$ cat src/rtl/nibble_feeder_pkg.sv
// Shared constants for the nibble feeder.
//   NIB_W         - width of one nibble
//   DEFAULT_DEPTH - default FIFO depth in nibbles
//   SENT_CNT_W    - width of the popped-nibble counter
package nibble_feeder_pkg;

    localparam int unsigned NIB_W         = 4;
    localparam int unsigned DEFAULT_DEPTH = 8;
    localparam int unsigned SENT_CNT_W    = 8;

endpackage

$ cat src/rtl/nibble_fifo.sv
// Nibble FIFO: storage, wrapping read/write pointers and occupancy level.
// Ports:
//   clk      - clock, rising edge
//   rst      - synchronous active-high reset (pointers and level only)
//   wr_en    - write request; ignored when full
//   wr_data  - nibble written at the tail
//   rd_en    - read request; ignored when empty
//   rd_data  - head entry (valid only when not empty)
//   level    - current occupancy
//   full     - level == DEPTH
//   empty    - level == 0
module nibble_fifo
    import nibble_feeder_pkg::*;
#(
    parameter int unsigned DEPTH = DEFAULT_DEPTH
) (
    input  logic                     clk,
    input  logic                     rst,
    input  logic                     wr_en,
    input  logic [NIB_W-1:0]         wr_data,
    input  logic                     rd_en,
    output logic [NIB_W-1:0]         rd_data,
    output logic [$clog2(DEPTH):0]   level,
    output logic                     full,
    output logic                     empty
);

    localparam int unsigned PTR_W = $clog2(DEPTH);
    localparam int unsigned LVL_W = PTR_W + 1;

    logic [NIB_W-1:0] mem [DEPTH];
    logic [PTR_W-1:0] wr_ptr_q, wr_ptr_d;
    logic [PTR_W-1:0] rd_ptr_q, rd_ptr_d;
    logic [LVL_W-1:0] level_q, level_d;
    logic             wr_ok, rd_ok;

    // Full/empty come from the level, so equal pointers are never ambiguous.
    assign full  = (level_q == LVL_W'(DEPTH));
    assign empty = (level_q == '0);
    assign wr_ok = wr_en && !full;
    assign rd_ok = rd_en && !empty;

    assign rd_data = mem[rd_ptr_q];
    assign level   = level_q;

    always_comb begin
        // Pointer width equals log2(DEPTH), so increments wrap modulo DEPTH.
        wr_ptr_d = wr_ok ? wr_ptr_q + PTR_W'(1) : wr_ptr_q;
        rd_ptr_d = rd_ok ? rd_ptr_q + PTR_W'(1) : rd_ptr_q;
        level_d  = level_q;
        case ({wr_ok, rd_ok})
            2'b10:   level_d = level_q + LVL_W'(1);
            2'b01:   level_d = level_q - LVL_W'(1);
            default: level_d = level_q;
        endcase
    end

    always_ff @(posedge clk) begin
        if (rst) begin
            wr_ptr_q <= '0;
            rd_ptr_q <= '0;
            level_q  <= '0;
        end else begin
            wr_ptr_q <= wr_ptr_d;
            rd_ptr_q <= rd_ptr_d;
            level_q  <= level_d;
        end
    end

    // Storage is not reset; nothing outside reads it while empty.
    always_ff @(posedge clk) begin
        if (wr_ok) begin
            mem[wr_ptr_q] <= wr_data;
        end
    end

endmodule

$ cat src/rtl/nibble_feeder.sv
// Nibble feeder: buffers host nibbles and presents them to a
// parallel-to-serial converter, one pop per ack.
// Ports:
//   sclk      - sole clock, rising edge
//   rst       - synchronous active-high reset
//   in_data   - nibble from the host
//   in_valid  - host has in_data available
//   in_ready  - feeder can accept a nibble (FIFO not full)
//   ack       - converter consumed the current data at this edge
//   data      - nibble presented to the converter
//   clr       - clears underrun and sent_cnt
//   level     - FIFO occupancy
//   underrun  - sticky: ack seen while FIFO empty
//   sent_cnt  - nibbles popped, modulo 256
module nibble_feeder
    import nibble_feeder_pkg::*;
#(
    parameter int unsigned DEPTH = DEFAULT_DEPTH
) (
    input  logic                     sclk,
    input  logic                     rst,
    input  logic [NIB_W-1:0]         in_data,
    input  logic                     in_valid,
    output logic                     in_ready,
    input  logic                     ack,
    output logic [NIB_W-1:0]         data,
    input  logic                     clr,
    output logic [$clog2(DEPTH):0]   level,
    output logic                     underrun,
    output logic [SENT_CNT_W-1:0]    sent_cnt
);

    logic                  full, empty;
    logic                  push, pop;
    logic [NIB_W-1:0]      head;
    logic [NIB_W-1:0]      hold_q, hold_d;
    logic                  underrun_q, underrun_d;
    logic [SENT_CNT_W-1:0] sent_cnt_q, sent_cnt_d;

    assign in_ready = !full;
    assign push     = in_valid && in_ready;
    // Pop is qualified by the level before the edge, so a push into an
    // empty FIFO cannot be popped at the same edge.
    assign pop      = ack && !empty;

    nibble_fifo #(
        .DEPTH (DEPTH)
    ) u_fifo (
        .clk     (sclk),
        .rst     (rst),
        .wr_en   (push),
        .wr_data (in_data),
        .rd_en   (pop),
        .rd_data (head),
        .level   (level),
        .full    (full),
        .empty   (empty)
    );

    // Only registered state feeds data, so it moves at clock edges only.
    assign data     = empty ? hold_q : head;
    assign underrun = underrun_q;
    assign sent_cnt = sent_cnt_q;

    always_comb begin
        hold_d     = hold_q;
        underrun_d = underrun_q;
        sent_cnt_d = sent_cnt_q;
        if (pop) begin
            hold_d = head;
        end
        if (clr) begin
            underrun_d = 1'b0;
            sent_cnt_d = '0;
        end else begin
            if (ack && empty) begin
                underrun_d = 1'b1;
            end
            if (pop) begin
                sent_cnt_d = sent_cnt_q + SENT_CNT_W'(1);
            end
        end
    end

    always_ff @(posedge sclk) begin
        if (rst) begin
            hold_q     <= '0;
            underrun_q <= 1'b0;
            sent_cnt_q <= '0;
        end else begin
            hold_q     <= hold_d;
            underrun_q <= underrun_d;
            sent_cnt_q <= sent_cnt_d;
        end
    end

endmodule

$ cat config.mk
export PLATFORM = sky130hd
export DESIGN_NAME = nibble_feeder
export DESIGN_NICKNAME = d
export VERILOG_FILES = /design/src/rtl/nibble_feeder_pkg.sv /design/src/rtl/nibble_fifo.sv /design/src/rtl/nibble_feeder.sv
export SDC_FILE = /design/constraint.sdc
export NUM_CORES = 1
export LEC_CHECK = 0
export ABC_CLOCK_PERIOD_IN_PS = 5700
export CELL_PAD_IN_SITES_DETAIL_PLACEMENT = 1
export CELL_PAD_IN_SITES_GLOBAL_PLACEMENT = 2
export CORE_ASPECT_RATIO = 0.9
export CORE_UTILIZATION = 40
export DETAILED_ROUTE_END_ITERATION = 16
export PLACE_DENSITY_LB_ADDON = 0.1
export SYNTH_ARGS = -nofsm -noshare
export SYNTH_HDL_FRONTEND = slang
export SYNTH_SLANG_ARGS = --single-unit
$ cat constraint.sdc
create_clock -name sclk -period 5.7 [get_ports sclk]
set_clock_uncertainty 0.2 [all_clocks]
set_input_delay 0.57 -clock sclk [delete_from_list [all_inputs] [get_ports sclk]]
set_output_delay 0.57 -clock sclk [all_outputs]
set_load 0.1 [all_outputs]
-- Yosys cells after proc, flatten, opt, wreduce, memory -nomap -nowiden
Memory sizes are Yosys's and may differ from the RTL's. A register that Yosys moved wholly into a read port is not among the register bits.
Index checks and enable logic that the tools add are counted.
- bits of input ports: 9
- memories kept: 1
- logic and storage cells: 31
- memory bits (writable): 32
- output and inout bits: 18
- bits in registers: 23
- add/subtract/negate cells: 5
- eq/ne operators: 3
- mux-type cells: 6
- reductions and logical operators: 10
- memories (name ; words ; bits a word ; read ports ; clocked after memory_dff ; wr ports ; RTL line ; text):
    u_fifo.mem ; 8 ; 4 ; 1 ; 1 ; 1 ; nibble_fifo.sv:31 ; logic [NIB_W-1:0] mem [DEPTH];
- operators by type and width (operator ; count):
    adder 8 x 1 -> 8 bit (second input constant) ; 1
    one-hot mux 4 bit (2 select lines) ; 1
    adder 3 x 1 -> 3 bit (second input constant) ; 2
    2-to-1 mux 3 bit ; 2
    logical AND 1 bit ; 5
    adder 4 x 1 -> 4 bit (second input constant) ; 1
    == test 4 bit (second input constant) ; 1
    logical NOT 4 bit ; 1
    2-to-1 mux 4 bit ; 1
    subtractor 4 x 1 -> 4 bit (second input constant) ; 1
    == test 2 x 1 -> 1 bit (second input constant) ; 1
    == test 2 bit (second input constant) ; 1
    logical NOT 1 bit ; 2
    2-to-1 mux 1 bit ; 2
    nonzero test 2 bit ; 1
    OR reduction 2 bit ; 1

-- Longest topological paths before layout
- word-level depth: 6
- depth in mapped cells: 13
- gate-level depth less buffers: 10

-- By module
A second synthesis with hierarchy kept.
- cell total of the unflattened synthesis: 188
- area total of the unflattened synthesis: 2496.1 um^2
- by module, submodules not included (module ; cells an instance ; seq. area each (um^2) ; area an instance (um^2) ; times used):
    nibble_fifo ; 120 ; 1221.2 ; 1899.3 ; 1
    nibble_feeder ; 68 ; 260.2 ; 596.8 ; 1

-- Worst setup path after synthesis
Ideal clock, no wire load.
- path kind: reg2reg
- from: reg u_fifo.level_q[1] (netlist: u_fifo.level[1])
- to: reg u_fifo.level_q[2] (netlist: u_fifo.level[2])
- data arrival time: 3.909 ns
- path buffers: 2
- cell stages (with the launch flop): 12
- data required time: 5.429 ns
- path slack: 1.521 ns
- library setup time: 0.071 ns
- clock period less this slack: 4.179 ns
- path through: dfxtp_1 > buf_6 > or4b_1 > clkbuf_1 > nand2_1 > ha_1 > xor2_1 > ha_1 > a21oi_1 > xor2_1 > or3_1 > a21oi_1
- cells in the longest elaborated chain, start to end: 6
- elaborated cells on any way between the ends: 14
- classes of those cells: add/sub (2); eq/ne (3); mux (1); reduce/logical (8)
- RTL lines (element ; RTL line ; text):
    from (decl) ; nibble_fifo.sv:34 ; logic [LVL_W-1:0] level_q, level_d;
    from (signal assigned) ; nibble_fifo.sv:66 ; level_q <= level_d;
    == test 4 bit (*) ; nibble_fifo.sv:38 ; assign full = (level_q == LVL_W'(DEPTH));
    logical NOT 1 bit (*) ; nibble_feeder.sv:40 ; assign in_ready = !full;
    via in_ready ; nibble_feeder.sv:24 ; output logic in_ready,
    logical AND 1 bit ; nibble_feeder.sv:41 ; assign push = in_valid && in_ready;
    logical AND 1 bit (*) ; nibble_fifo.sv:40 ; assign wr_ok = wr_en && !full;
    == test 2 x 1 -> 1 bit or == test 2 bit (tied branches) ; nibble_fifo.sv:51 ; case ({wr_ok, rd_ok})
    one-hot mux 4 bit (2 select lines) or nonzero test 2 bit (tied branches) ; n/a ;
The timed path passes the listed nets; every way through them passes the cells marked *.
A chain may end at the register's enable or synchronous reset.

==> reports/results.tsv <==
metric	value	unit
outcome	finished, violations left	
failed_checks	design-rule violations	
dp.cells	273	
synth_edf_count	32	
end_kind	primary output	
cts_made_buffers	9	
yosys-top-cells-area	edfxtp_1 (40%), dfxtp_1 (21%), mux4_2 (7.4%)	
synth_seq_area_share	60.9	%
drt_iter0_drc	47	
hold_class	reg2reg	
cts_setup_buffers	0	
drc	4	
synthCells	187	
yosysUniqueCellTypes	38	
leakage	1.02	nW
holdPathEnd	underrun$_SDFFE_PP0P_	
worstMarginPinSlew	0.970	ns
htreeDepth	3	
powerDensity	577	nW/um^2
worstReg2RegEnd	u_fifo.level[2]$_SDFFE_PP0P_	
cts_tree	yes	
cts_max_path_buffers	2	
die_w	84.2	um
synth.largest_area_cell	edfxtp_1	
setup_tns	0	ns
ff_latch_area	1480	um^2
synth_top_area_share	39.5	%
crit_fanout	8	
grt_pass1_wl	8.52	mm
timing.final.crit_share	63.1	%
setup-violations-final	0	
syn_avg_cell_area	13.0	um^2
ant_nets	0	
relSlewSlack	34.7	%
final_cell_mix	edfxtp_1 (32), nor2_1 (28), dfxtp_1 (26), clkdlybuf4s50_1 (26)	
antenna_found_initial	0	
synth_seq_cells	58	
required	4.93	ns
clock_sinks	58	
core-area	5760	um^2
gr-total-overflow	0	
port_buffers	26	
syn_nets	202	
synth_flop_cell	edfxtp_1	
layout_commonest_cell	edfxtp_1	
ctsHoldBuffers	0	
gp_congestion	0.790	
arrival	2.83	ns
io_pins	27	
row_count	26	
p_total	1.71	mW
cts_resized	0	
period_needed	3.60	ns
hold_depth	2	
rr_startpoint	u_fifo.level[1]$_SDFFE_PP0P_	
wl_per_cell	17.5	um
layout-drive-gt1-share	12.8	%
insertion_delay	0.33	ns
area_growth	21.7	%
min_from	underrun$_SDFFE_PP0P_	
grt_pass1_vias	1620	
r2r.worst_path.cells	9	
fill_cells	587	
drtPass1Iterations	10	
drv_cap	0	
utilization	51.4	%
via_per_inst	5.28	
synthArstFlopShare	0	%
r2r_slack	2.78	ns
grt_usage	17.8	%
fmax	278	MHz
die_y	76.0	um
crit_type	reg2out	
clk_pin_slew	0.06	ns
nets	229	
start_util	42.2	%
multiInputGateArea	880	um^2
rsz0062_at_grt	no	
die_area	6400	um^2
irDropWorstVdd	0.297	mV
grt_max_degree	21	
cts_root_buf	clkbuf_8	
hold_viol	0	
routed_wl	5.05	mm
yosys_warnings	0	
dp_hpwl	3.65	mm
antenna-diode-count	0	
vias	1526	
slew_viol_final	0	
syn_area	2430	um^2
startpoint_type	register	
stdcell_count	289	
[layout make-up]
type | count | share of cell area [%]
clock buffers | 11 | 4.44
clock inverters | 5 | 3.47
inverters | 3 | 0.550
multi-input cells | 116 | 29.7
flip-flops and latches | 58 | 50.1
well taps | 70 | 2.96
repair buffers | 26 | 8.79
[through the flow]
stage	hold slack [ns]	instance area (um^2)	setup WS (ns)
global route	0.307	2960	1.94
detailed placement	0.268	2730	2.43
floorplan	0.254	2430	1.52
finish	0.277	2960	2.10
global placement	0.250	2730	2.52
CTS	0.284	2960	2.06
[cell usage after synthesis (2+ instances only)]
master,number
nor3_1,4
buf_2,2
ha_1,6
mux4_2,8
nand4_1,2
nand2b_1,3
xor2_1,10
a211oi_1,4
inv_1,2
dfxtp_1,26
a21oi_1,10
and2_1,2
nand2_1,10
mux2i_1,5
nor2_1,28
clkbuf_1,5
nand3_1,4
o21ai_0,2
xnor2_1,3
edfxtp_1,32
buf_6,2
[report_power, final]
part | switching [mW] | total, mW | internal [mW]
registers | 0.0487 | 0.538 | 0.489
clock network | 0.154 | 0.444 | 0.290
logic | 0.529 | 0.725 | 0.196
total | 0.732 | 1.71 | 0.975
[worst max-delay path: stages (launching register included)]
cell and delay [ns]:
dfxtp_1 0.63, mux4_2 0.57, mux2i_1 0.22, a21oi_1 0.11, clkdlybuf4s50_1 0.97
[cells by family (layout without fill, tap and decap cells)]
group | Yosys count | in the layout | share of synthesized area (%)
flops | 58 | 58 | 60.9
xor+xnor | 13 | 13 | 4.68
fa+ha+maj | 6 | 6 | 3.09
simple gates | 63 | 63 | 13.1
buf+inv | 13 | 45 | 2.93
compound gates | 20 | 20 | 5.40
mux | 14 | 14 | 9.93
[state kept, by name (all words and copies together) (netlist names), named ones only]
| name | cells |
|---|---|
| u_fifo.mem | 32 |
| u_fifo.level | 4 |
| u_fifo.rd_ptr_q | 3 |
| sent_cnt | 8 |
| u_fifo.wr_ptr_q | 3 |
| underrun | 1 |
| hold_q | 4 |
[layer usage]
| layer | vias up | global-route usage (%) | share of wire [%] |
|---|---|---|---|
| met5 | - | 0 | 0 |
| met4 | 0 | 5.69 | 0.55 |
| met3 | 4 | 6.18 | 4.3 |
| met2 | 39 | 27.2 | 47 |
| met1 | 750 | 23.8 | 48 |
| li1 | 733 | - | - |
[how the worst max path moves through the flow]
stage,slack (ns),cells after the start,end
after floorplan,1.52,11,u_fifo.level[2]$_SDFFE_PP0P_
after global placement,2.52,4,data[3]
after detailed placement,2.43,4,data[1]
after CTS,2.06,4,data[1]
after global routing,1.94,4,data[2]
final,2.10,4,data[3]
Power figures use the tool's default switching activity.
